[config.mk]
export PLATFORM = sky130hd
export DESIGN_NAME = gate_vector_seq
export DESIGN_NICKNAME = d
export VERILOG_FILES = /design/src/rtl/gate_seq_pkg.sv /design/src/rtl/gate_expect.sv /design/src/rtl/gate_vector_seq.sv
export SDC_FILE = /design/constraint.sdc
export NUM_CORES = 1
export LEC_CHECK = 0
export ABC_AREA = 0
export CAP_MARGIN = 0
export CORE_MARGIN = 1.5
export CORE_UTILIZATION = 47
export CTS_CLUSTER_DIAMETER = 100
export DETAILED_ROUTE_END_ITERATION = 6
export GPL_TIMING_DRIVEN = 0
export PLACE_DENSITY = 0.79
export SLEW_MARGIN = 20
export SYNTH_ARGS = -nofsm -noshare
export SYNTH_HDL_FRONTEND = slang
export SYNTH_HIERARCHICAL = 1
export SYNTH_SLANG_ARGS = --single-unit
[constraint.sdc]
create_clock -name clk -period 2 [get_ports clk]
set_input_delay 0.3 -clock clk [delete_from_list [all_inputs] [get_ports clk]]
set_output_delay 0.3 -clock clk [all_outputs]
set_load 0.05 [all_outputs]
[src/rtl/gate_seq_pkg.sv]
// Shared definitions for the gate-block vector sequencer: FSM state
// encoding, gate_in bit positions and the expected-response table.
package gate_seq_pkg;

    typedef enum logic [1:0] {
        ST_IDLE  = 2'd0,
        ST_APPLY = 2'd1,
        ST_CHECK = 2'd2,
        ST_DONE  = 2'd3
    } gate_state_e;

    // Bit positions of each gate output within gate_in.
    localparam int GATE_BUF  = 0;
    localparam int GATE_NOT  = 1;
    localparam int GATE_AND  = 2;
    localparam int GATE_NAND = 3;
    localparam int GATE_OR   = 4;
    localparam int GATE_NOR  = 5;
    localparam int GATE_XOR  = 6;
    localparam int GATE_XNOR = 7;

    // Expected gate_in for vector v = {A,B}; entry [v].
    localparam logic [3:0][7:0] EXP_TABLE = {8'h95, 8'h59, 8'h5A, 8'hAA};

    // Error counter ceiling: one count per vector at most.
    localparam logic [2:0] ERR_MAX = 3'd4;

endpackage

[src/rtl/gate_expect.sv]
// Combinational lookup of the expected gate_in pattern for a vector index.
module gate_expect
    import gate_seq_pkg::*;
(
    input  logic [1:0] v_i,
    output logic [7:0] exp_o
);

    // Table lookup indexed by the current vector.
    always_comb begin
        exp_o = EXP_TABLE[v_i];
    end

endmodule

[src/rtl/gate_vector_seq.sv]
// Gate-block tester: walks A/B through vectors 00,01,10,11, lets each settle
// for HOLD_CYCLES cycles, checks the 8 gate outputs for one cycle and counts
// mismatching vectors. Optional error log enabled by GATE_SEQ_ERRLOG_EN.
//
// Handshake: start is a level request sampled only in IDLE/DONE; busy is high
// while a run is in flight; done (with pass/err_cnt) holds until the next
// accepted start or reset. Outputs are registered from the FSM state, so they
// trail the state by one clock: done rises 1+4*(HOLD_CYCLES+1) clocks after
// the edge that samples start.
module gate_vector_seq
    import gate_seq_pkg::*;
#(
    parameter int HOLD_CYCLES = 4
)
(
    input  logic        clk,
    input  logic        rst_n,
    input  logic        start,
    output logic        a_out,
    output logic        b_out,
    input  logic [7:0]  gate_in,
    output logic        busy,
    output logic        done,
    output logic        pass,
    output logic [2:0]  err_cnt,
`ifdef GATE_SEQ_ERRLOG_EN
    output logic [1:0]  err_vec,
    output logic [7:0]  err_mask,
`endif
    output gate_state_e dbg_state
);

    localparam logic [7:0] HOLD_LAST = 8'(HOLD_CYCLES - 1);

    gate_state_e state_q;
    logic [1:0]  v_q;
    logic [7:0]  hold_q;
    logic [2:0]  err_cnt_q;
    logic        a_q, b_q, busy_q, done_q, pass_q;
    logic [7:0]  exp_w;
    logic        mismatch_w;
    logic        accept_w;

    gate_expect u_expect (
        .v_i   (v_q),
        .exp_o (exp_w)
    );

    assign mismatch_w = (gate_in != exp_w);
    assign accept_w   = start && ((state_q == ST_IDLE) || (state_q == ST_DONE));

    // Sequencer FSM: vector index, settle counter and mismatch count.
    always_ff @(posedge clk or negedge rst_n) begin
        if (!rst_n) begin
            state_q   <= ST_IDLE;
            v_q       <= 2'd0;
            hold_q    <= 8'd0;
            err_cnt_q <= 3'd0;
        end else begin
            case (state_q)
                ST_IDLE, ST_DONE: begin
                    if (start) begin
                        state_q   <= ST_APPLY;
                        v_q       <= 2'd0;
                        hold_q    <= 8'd0;
                        err_cnt_q <= 3'd0;
                    end
                end
                ST_APPLY: begin
                    if (hold_q == HOLD_LAST) begin
                        state_q <= ST_CHECK;
                        hold_q  <= 8'd0;
                    end else begin
                        hold_q <= hold_q + 8'd1;
                    end
                end
                ST_CHECK: begin
                    if (mismatch_w && (err_cnt_q != ERR_MAX)) begin
                        err_cnt_q <= err_cnt_q + 3'd1;
                    end
                    if (v_q == 2'd3) begin
                        state_q <= ST_DONE;
                    end else begin
                        v_q     <= v_q + 2'd1;
                        state_q <= ST_APPLY;
                    end
                end
                default: state_q <= ST_IDLE;
            endcase
        end
    end

    // Output stage: registered copies derived from the current FSM state.
    always_ff @(posedge clk or negedge rst_n) begin
        if (!rst_n) begin
            a_q    <= 1'b0;
            b_q    <= 1'b0;
            busy_q <= 1'b0;
            done_q <= 1'b0;
            pass_q <= 1'b0;
        end else begin
            a_q    <= v_q[1];
            b_q    <= v_q[0];
            busy_q <= (state_q == ST_APPLY) || (state_q == ST_CHECK);
            done_q <= (state_q == ST_DONE);
            pass_q <= (state_q == ST_DONE) && (err_cnt_q == 3'd0);
        end
    end

    assign a_out     = a_q;
    assign b_out     = b_q;
    assign busy      = busy_q;
    assign done      = done_q;
    assign pass      = pass_q;
    assign err_cnt   = err_cnt_q;
    assign dbg_state = state_q;

`ifdef GATE_SEQ_ERRLOG_EN
    logic [1:0] err_vec_q;
    logic [7:0] err_mask_q;

    // Error log: capture vector and differing bits of the first mismatch.
    always_ff @(posedge clk or negedge rst_n) begin
        if (!rst_n) begin
            err_vec_q  <= 2'd0;
            err_mask_q <= 8'd0;
        end else if (accept_w) begin
            err_vec_q  <= 2'd0;
            err_mask_q <= 8'd0;
        end else if ((state_q == ST_CHECK) && mismatch_w && (err_cnt_q == 3'd0)) begin
            err_vec_q  <= v_q;
            err_mask_q <= gate_in ^ exp_w;
        end
    end

    assign err_vec  = err_vec_q;
    assign err_mask = err_mask_q;
`else
    // accept_w only feeds the error log; keep it referenced in the base build.
    logic unused_accept_w;
    assign unused_accept_w = accept_w;
`endif

endmodule

; ---- Yosys cells after proc, flatten, opt, wreduce, memory -nomap -nowiden
; Cells that the tools add are included.
[totals]
word_cells = 51
register_bits = 20
out_inout_bits = 10
input_bits = 11
[op_classes]
magnitude_cmp = 1
addsub = 3
n_eq_ne = 11
reduce_logical = 12
n_mux = 15
[ops]
columns = cell, n
row1 = $mux W8, 3
row2 = $bmux W8 S2, 1
row3 = $pmux W8 S2, 1
row4 = $mux W2, 5
row5 = $add A8 B1 Y8 const B, 1
row6 = $eq A8 B2 Y1 const B, 1
row7 = $ne A2 B2 Y1 const B, 4
row8 = $ne A8 B8 Y1, 1
row9 = $eq A2 B2 Y1 const B, 3
row10 = $mux W3, 2
row11 = $pmux W2 S3, 1
row12 = $pmux W3 S2, 1
row13 = $reduce_and A3 Y1, 2
row14 = $pmux W2 S2, 1
row15 = $reduce_and A2 Y1, 2
row16 = $reduce_bool A2 Y1, 2
row17 = $add A3 B1 Y3 const B, 1
row18 = $logic_not A3 Y1, 1
row19 = $lt A2 B3 Y1 const B, 1
row20 = $ne A3 B3 Y1 const B, 1
row21 = $add A2 B1 Y2 const B, 1
row22 = $eq A2 B1 Y1 const B, 1
row23 = $logic_and A1 B1 Y1, 2
row24 = $logic_not A2 Y1, 1
row25 = other kinds (2), 2

; ---- Logic depth before layout (Yosys ltp)
; Gate-level depths: netlist of run 1.
[depth]
depth_word = 6
depth_mapped = 8
depth_no_buf = 8

; ---- By module
; The synthesis of run 1 kept the hierarchy.
[modules_own_cells]
columns = module, area_each_um2, seq_area_each_um2, cells_each, n_inst
row1 = gate_vector_seq, 1163.6, 500.5, 118, 1
row2 = gate_expect, 76.3, 0.0, 10, 1

; ---- Worst setup path after synthesis of run 1
; No wires, ideal clock.
[synth_path]
kind = register to register
from = reg state_q[0], in the netlist dbg_state[0]
to = reg hold_q[6]
arrival_time_ns = 1.955
path_stages_with_launch = 8
synth_period_minus_slack_ns = 2.078
setup_ns = 0.123
n_path_buf = 0
path_slack_ns = -0.078
path_cell_list = dfrtp_1 -> inv_1 -> ha_1 -> mux2i_1 -> nor2_1 -> and2_1 -> xnor2_1 -> nor2_1
[synth_via]
elab_chain_cells = 4
[synth_rtl]
columns = element, line
row1 = start: declaration, gate_vector_seq.sv:35  ; gate_state_e state_q;
row2 = start signal: assignment, gate_vector_seq.sv:55  ; state_q <= ST_IDLE;
row3 = start signal: assignment, gate_vector_seq.sv:63  ; state_q <= ST_APPLY;
row4 = start signal: assignment, gate_vector_seq.sv:71  ; state_q <= ST_CHECK;
row5 = $eq A2 B2 Y1 or $logic_not A2 Y1 (tied branches), gate_vector_seq.sv:60  ; case (state_q)
row6 = $reduce_or A2 Y1, gate_vector_seq.sv:60
row7 = $ne A2 B2 Y1 (no line) or $reduce_bool A2 Y1 (tied branches), -
row8 = $reduce_and A2 Y1 (no line), -
row9 = end signal: assignment, gate_vector_seq.sv:74  ; hold_q <= hold_q + 8'd1;
row10 = end: declaration, gate_vector_seq.sv:37  ; logic [7:0] hold_q;
; Parallel ways exist; a longest one is shown, timed or not.
; A chain may end at the register's enable or synchronous reset.

; ---- Worst setup path after layout of run 1
[layout_path]
from = reg v_q[1]
to = reg err_cnt_q[1], in the netlist err_cnt[1]
[layout_via]
elab_chain_cells = 6
[layout_rtl]
columns = element, line
row1 = start: declaration, gate_vector_seq.sv:36  ; logic [1:0] v_q;
row2 = start signal: assignment, gate_vector_seq.sv:84  ; v_q <= v_q + 2'd1;
row3 = $bmux W8 S2, gate_expect.sv:11  ; exp_o = EXP_TABLE[v_i];
row4 = $mux W8 (implied by the code), gate_expect.sv:11
row5 = via exp_w[1], gate_vector_seq.sv:40  ; logic [7:0] exp_w;
row6 = $ne A8 B8 Y1, gate_vector_seq.sv:49  ; assign mismatch_w = (gate_in != exp_w);
row7 = $logic_and A1 B1 Y1, gate_vector_seq.sv:78  ; if (mismatch_w && (err_cnt_q != ERR_MAX)) begin
row8 = $ne A2 B2 Y1 (no line), -
row9 = $reduce_and A3 Y1 (no line), -
row10 = end signal: assignment, gate_vector_seq.sv:79  ; err_cnt_q <= err_cnt_q + 3'd1;
row11 = end: declaration, gate_vector_seq.sv:38  ; logic [2:0] err_cnt_q;
; The timed path passes the listed nets, and every way through them passes these cells. The select of a mux whose other input is x is not followed.

==> run summary, run 1 <==
Synthesis Warnings = 6
Routed via count = 1020
Mapped Nets = 151
PortBufs = 20
Worst path slowest cell = dfrtp_2
GRT Residual Overflow = 0
Global-route total usage across every layer = 0.195
Flops & latches, synth = 20
Synth Area in XOR/XNOR = 0.0918
Final Max Slew Viols = 0
Unrepaired setup endpoints after global routing = true
Fin nets = 180
Routed len/inst = 14.9 um
Core region area = 0.00248 mm^2
Sink count of the clock tree = 20
Peak supply drop = 1.29 mV
Startpoint Class = flop
Internal power = 1.35 mW
Crit share post-route = 0.996
CTS HTree Levels = 1
Pleak = 0.747 nW
Die ar. = 0.00296 mm^2
Sw Ratio = 0.474
CP Max Fanout = 3
Min Tclk post-route = 1990 ps
Chip Height = 54.4 um
DRT Wirelength = 2.77 mm
Drt pass-1 iters = 4
Met2 WL post-DR = 1.28 mm
PD cells = 1540 mW/mm^2
Flop pwr share = 0.254
Initial Util = 0.501
Global-route wire length before repair = 4.08 mm
Arrival time worst endpoint = 2190 ps
Synth cell types = 34
Post-synthesis sequential area ratio = 0.404
CTS clk-pin slew, worst paths = 120 ps
Drt initial violations = 27
Mapped cell area = 0.00124 mm^2
Psw = 1.22 mW
Outcome = finished clean
Largest family of logic cells by synthesized area = simple AND/OR/NAND/NOR gates
I/O pin total = 21
CTS Buf Count = 3
Met3 wire length = 121 um
Hold crit path type = in2async
Mapped Cells = 128
Max Freq = 502 MHz
CP Class = reg2reg
Critical path required time = 2200 ps
Rel. slew slack = 0.392
Synth Area per Inst = 9.69 um^2
Largest net degree at the start of global routing = 21
Die width = 54.4 um
Adder-Cell Fraction of Synth Area = 0.121
Max cap viols = 0
WL met1 = 1.31 mm
Hold slack = 486 ps
Clk_lat worst skew = 310 ps
Cell Area, Placed = 0.00148 mm^2
Vias in the first global route = 896
Slowest cell delay on critical path = 400 ps
DP Worst Slack = -226 ps
Final setup viols = 0
Row count = 18
Critical path cell sequence = inv_2 -> buf_6 -> ha_4 -> xor2_4 -> nor4_4 -> a32o_2 -> o22ai_2 -> a221o_1
Clock power share = 0.132
Diode count = 0
Comb pwr share = 0.614
CTS tree = yes
Hold Fails Final Rpt = 0
Gpl congestion = 0.794
Share of post-route cells with drive strength above 1 = 0.205
Fin area = 0.00167 mm^2
Vias per inst = 5.48
Area delta synth->final = 34.6%
Simple-Gate Fraction of Synth Area = 0.164
Max Used Layer = met4
DP Wirelength = 1.82 mm
Mux cell area share after synthesis = 0.0323
Fin Clk Skew = 3.25 ps
Compound-gate portion of the synthesized area = 0.135
DRC errors left = 0
Total Power = 2.57 mW
Worst Path Buf+Inv = 2
Final ANT Viol Nets = 0
Worst setup margin = 7.82 ps
Clk buf depth = 2
Worst setup EP type = flop
Initial antenna violation count = 0
Slew @ Worst Pin = 909 ps
Delay-heaviest family, CP = compound AO/OA/AOI/OAI gates
Clock root buffer master = clkbuf_4
-- cell usage after synthesis (all sizes together) --
| library cell | count | share of area |
|---|---|---|
| and2 | 2 | 0.010 |
| nand4 | 2 | 0.010 |
| nor2 | 18 | 0.059 |
| nor3 | 1 | 0.0040 |
| a221o | 1 | 0.0081 |
| clkbuf | 1 | 0.0030 |
| o32ai | 1 | 0.0071 |
| o22ai | 1 | 0.0050 |
| nand3 | 3 | 0.012 |
| a32o | 1 | 0.0081 |
| ha | 12 | 0.12 |
| a21oi | 4 | 0.016 |
| nor4b | 1 | 0.0071 |
| buf | 1 | 0.0061 |
| a21o | 1 | 0.0061 |
| xor2 | 10 | 0.071 |
| or4 | 1 | 0.0091 |
| o31ai | 1 | 0.0061 |
| nand2b | 1 | 0.0050 |
| o2bb2ai | 1 | 0.0071 |
| nor4 | 1 | 0.0050 |
| a41oi | 1 | 0.0071 |
| dfrtp | 20 | 0.40 |
| and4 | 1 | 0.0081 |
| xnor2 | 3 | 0.021 |
| a22o | 3 | 0.022 |
| o41ai | 1 | 0.022 |
| inv | 14 | 0.042 |
| o21ai | 5 | 0.020 |
| mux2i | 4 | 0.032 |
| nand2 | 11 | 0.035 |
-- power groups by stage --
| stage | clock (mW) | combinational (mW) | sequential [mW] |
|---|---|---|---|
| after floorplan | 0 | 0.691 | 0.899 |
| after global placement | 0 | 1.22 | 0.663 |
| after detailed placement | 0 | 1.27 | 0.673 |
| after CTS | 0.337 | 1.39 | 0.647 |
| after global routing | 0.356 | 1.72 | 0.672 |
| final | 0.340 | 1.58 | 0.652 |
-- stage by stage --
step                cells   util  setup TNS [ps]
finish                186  0.674               0
detailed placement    178  0.597            -411
global route          186  0.674            -297
global placement      178  0.597            -121
floorplan             128      -               0
CTS                   186  0.641           -3.94
-- worst paths after layout --
check | start | to | slack (ps) | cells past startpoint
max in group asynchronous | rst_n | v_q[0] | 900 | 1
min in group clk | hold_q[7] | hold_q[7] | 550 | 1
worst min-delay path | rst_n | hold_q[3] | 490 | 1
worst max-delay path | v_q[1] | err_cnt[1] | 8 | 8
worst max register to register | v_q[1] | err_cnt[1] | 8 | 8
worst min register to register | hold_q[7] | hold_q[7] | 550 | 1
-- cells by family after synthesis --
group / count (synthesis)
simple gates: 42
compound gates: 21
flops: 20
buf+inv: 16
xor+xnor: 13
fa+ha+maj: 12
mux: 4
-- cell usage in the layout, fill, tap and decap left out, types with 4 or more instances in the layout --
cell type / n
a21oi_1: 4
xor2_1: 9
inv_1: 12
dfrtp_1: 17
ha_1: 9
nand2_1: 10
nor2_1: 15
clkdlybuf4s50_1: 20
-- repair_timing --
| item | CTS | global route |
|---|---|---|
| setup buffers | 4 | 1 |
| hold buffers | 0 | 0 |
| pin swaps | 3 | 7 |
| endpoints found under the setup margin | 4 | 5 |
| gates resized for setup | 8 | 14 |
-- registers in the layout, indices dropped and copies added, names as in the netlist --
register / cells
v_q: 2
pass: 1
a_out: 1
dbg_state: 2
busy: 1
done: 1
err_cnt: 3
hold_q: 8
b_out: 1
-- per-layer routing --
| layer | vias to the layer above | global-route usage |
|---|---|---|
| li1 | 491 | - |
| met1 | 496 | 0.273 |
| met2 | 26 | 0.299 |
| met3 | 7 | 0.0301 |
| met4 | 0 | 0.0833 |
| met5 | - | 0 |
-- cell type report --
| class | count | area [um^2] |
|---|---|---|
| Fill cell | 200 | 808 |
| Multi-Input combinational cell | 92 | 766 |
| Sequential cell | 20 | 504 |
| Timing Repair Buffer | 25 | 249 |
| Inverter | 14 | 52.6 |
| Tap cell | 30 | 37.5 |
| Clock inverter | 1 | 30.0 |
| Clock buffer | 3 | 22.5 |
| Buffer | 1 | 7.51 |
Power figures use the tool's default switching activity.
==> run 2, diff against run 1 <==
SYNTH_HIERARCHICAL = unset   (was 1)
==> run 2 against run 1 <==
Effect of this change: non-clock buffer count decreased by 4; design area shrank 8.9%; largest cell class unchanged; critical endpoint is now dbg_state[1]; clock power about the same; critical path type is now reg2out.
==> run summary, run 2 <==
I/O pin total = 21
Crit path launch = dbg_state[1]
Async set or reset register ratio after synthesis = 1.00
Min Tclk post-route = 1910 ps
DP Wirelength = 1.81 mm
Worst path slowest cell = clkdlybuf4s50_1
Hold crit path type = reg2reg
Max cap viols = 0
Worst setup margin = 94.5 ps
CTS tree = yes
Util after Layout = 0.619
Area leader, netlist = dfrtp_1
Mapped cell area = 0.00121 mm^2
Pleak = 0.662 nW
Core region area = 0.00245 mm^2
Diode count = 0
WP depth = 1
CTS clk-pin slew, worst paths = 130 ps
Non-Filler Instances = 178
Global-route total usage across every layer = 0.197
R2R Setup Slk = 110 ps
Reg2reg end = v_q[0]
Critical path required time = 1700 ps
CTS Buf Count = 3
Drt pass-1 iters = 4
# fillers = 211
Number of enable flip-flop cells after synthesis = 0
Share of post-route cells with drive strength above 1 = 0.115
Hold Fails Final Rpt = 0
Row count = 18
Synth cell types = 37
Critical Path End = dbg_state[1]
CP Max Fanout = 5
Count leader, synth = dfrtp_1
Global-route wire length before repair = 4.14 mm
Critical path cell sequence = clkdlybuf4s50_1
Clock root buffer master = clkbuf_4
Largest net degree at the start of global routing = 21
Clk buf depth = 2
Delay-heaviest family, CP = buffers and inverters
Drt initial violations = 14
Rel. slew slack = 0.378
Routed via count = 990
Sink count of the clock tree = 20
Outcome = finished clean
Peak supply drop = 1.15 mV
Mapped Nets = 145
Final setup viols = 0
DP Worst Slack = -0.213 ps
DRC errors left = 0
Synth Flop Type = dfrtp_1
Gpl congestion = 0.804
Flops & latches, synth = 20
Slowest cell delay on critical path = 840 ps
Synth Area per Inst = 9.87 um^2
CP Class = reg2out
Commonest non-fill, non-tap cell in the layout = clkdlybuf4s50_1
Clk_lat worst skew = 310 ps
Final Max Slew Viols = 0
GRT Residual Overflow = 0
Routed len/inst = 14.1 um
Biggest register = hold_q
Fin Clk Skew = 6.89 ps
DRT Wirelength = 2.51 mm
Die width = 53.8 um
Mapped Cells = 123
Worst Path Buf+Inv = 1
Final ANT Viol Nets = 0
Initial Util = 0.494
Placed Cells incl. Taps = 173
Initial antenna violation count = 0
Synth cell count leaders = 20 x dfrtp_1, 17 x nor2_1, 11 x ha_1, 11 x nand2_1, 7 x inv_1
Fin area = 0.00152 mm^2
Die ar. = 0.00290 mm^2
Arrival time worst endpoint = 1610 ps
Vias per inst = 5.56
Area delta synth->final = 25.3%
Startpoint Class = flop
Synthesis Warnings = 0
Slew @ Worst Pin = 930 ps
Largest register FFs = 8
PD cells = 1390 mW/mm^2
Unrepaired setup endpoints after global routing = false
Chip Height = 53.8 um
Synth top area share = 0.412
Cell Area, Placed = 0.00145 mm^2
CTS HTree Levels = 1
Vias in the first global route = 954
Worst setup EP type = primary output
Most frequent cells in the layout = 20 x clkdlybuf4s50_1, 17 x dfrtp_1, 16 x nor2_1
Ranking of synthesized cells by area = dfrtp_1 41%, ha_1 11%, nor2_1 5.3%
PortBufs = 20
Reg2Reg Depth = 6
Fin nets = 171
Crit share post-route = 0.953
Post-synthesis sequential area ratio = 0.412
Max Freq = 525 MHz
FF-to-FF Start = dbg_state[1]
## run 2: cell types whose count changed in the layout (fill, tap and decap cells not counted), moves of 3 or more
cell | before | now
buf_6 | 3 | 0
and3b_1 | 0 | 3
o21ai_0 | 3 | 6
xor2_1 | 9 | 6
inv_1 | 12 | 7
## run 2: worst reg2reg max path: cells and delay by family, from the launching register on
kind,cells,cell delay (ps)
fa+ha+maj,1,430
flops,1,460
compound gates,2,450
simple gates,2,340
buf+inv,1,110
## run 2: layout make-up
| class | instances | area, um^2 | area share |
|---|---|---|---|
| Inverter | 8 | 30.0 | 0.0198 |
| Clock inverter | 1 | 30.0 | 0.0198 |
| Buffer | 1 | 3.75 | 0.00247 |
| Tap cell | 30 | 37.5 | 0.0247 |
| Multi-Input combinational cell | 94 | 684 | 0.450 |
| Timing Repair Buffer | 21 | 208 | 0.137 |
| Sequential cell | 20 | 504 | 0.332 |
| Clock buffer | 3 | 22.5 | 0.0148 |
## run 2: how the worst min path moves through the flow
stage                start    end  cells past startpoint
finish              v_q[0]  b_out                      0
global route        v_q[0]  b_out                      0
CTS                 v_q[1]  a_out                      0
detailed placement  v_q[0]  b_out                      0
global placement    v_q[0]  b_out                      0
floorplan            rst_n  a_out                      0
## run 2: layer usage
| layer | up-vias | wire length (um) | global-route usage |
|---|---|---|---|
| li1 | 481 | - | - |
| met1 | 454 | 1100 | 0.252 |
| met2 | 47 | 1250 | 0.337 |
| met3 | 8 | 112 | 0.0278 |
| met4 | 0 | 48 | 0.0684 |
| met5 | - | 0 | 0 |
## run 2: stage by stage
step           setup TNS [ps]  hold WS (ps)  power, mW
4_1_cts                     0           491       2.10
2_1_floorplan               0          4.41       1.43
6_report                    0           494       2.12
3_5_place_dp           -0.213           508       1.75
3_3_place_gp                0           497       1.70
5_1_grt                     0           514       2.26
## run 2: kinds of logic (layout without fill, tap and decap cells)
kind of cell	count (synthesis)	count (layout)	synth area share
flops	20	20	0.412
buf+inv	9	34	0.0278
fa+ha+maj	11	11	0.113
compound gates	22	22	0.131
mux	2	2	0.0206
xor+xnor	11	11	0.0794
simple gates	48	48	0.215
## run 2: repair_timing
| item | CTS | global route |
|---|---|---|
| gates resized for setup | 1 | 4 |
| buffers inserted | 0 | 1 |
| setup endpoints to repair | 1 | 4 |
| hold buffers | 0 | 0 |
## run 2: power breakdown
part	switching, mW	total [mW]	internal, mW
logic	0.729	1.16	0.426
clock network	0.138	0.340	0.203
registers	0.109	0.619	0.510
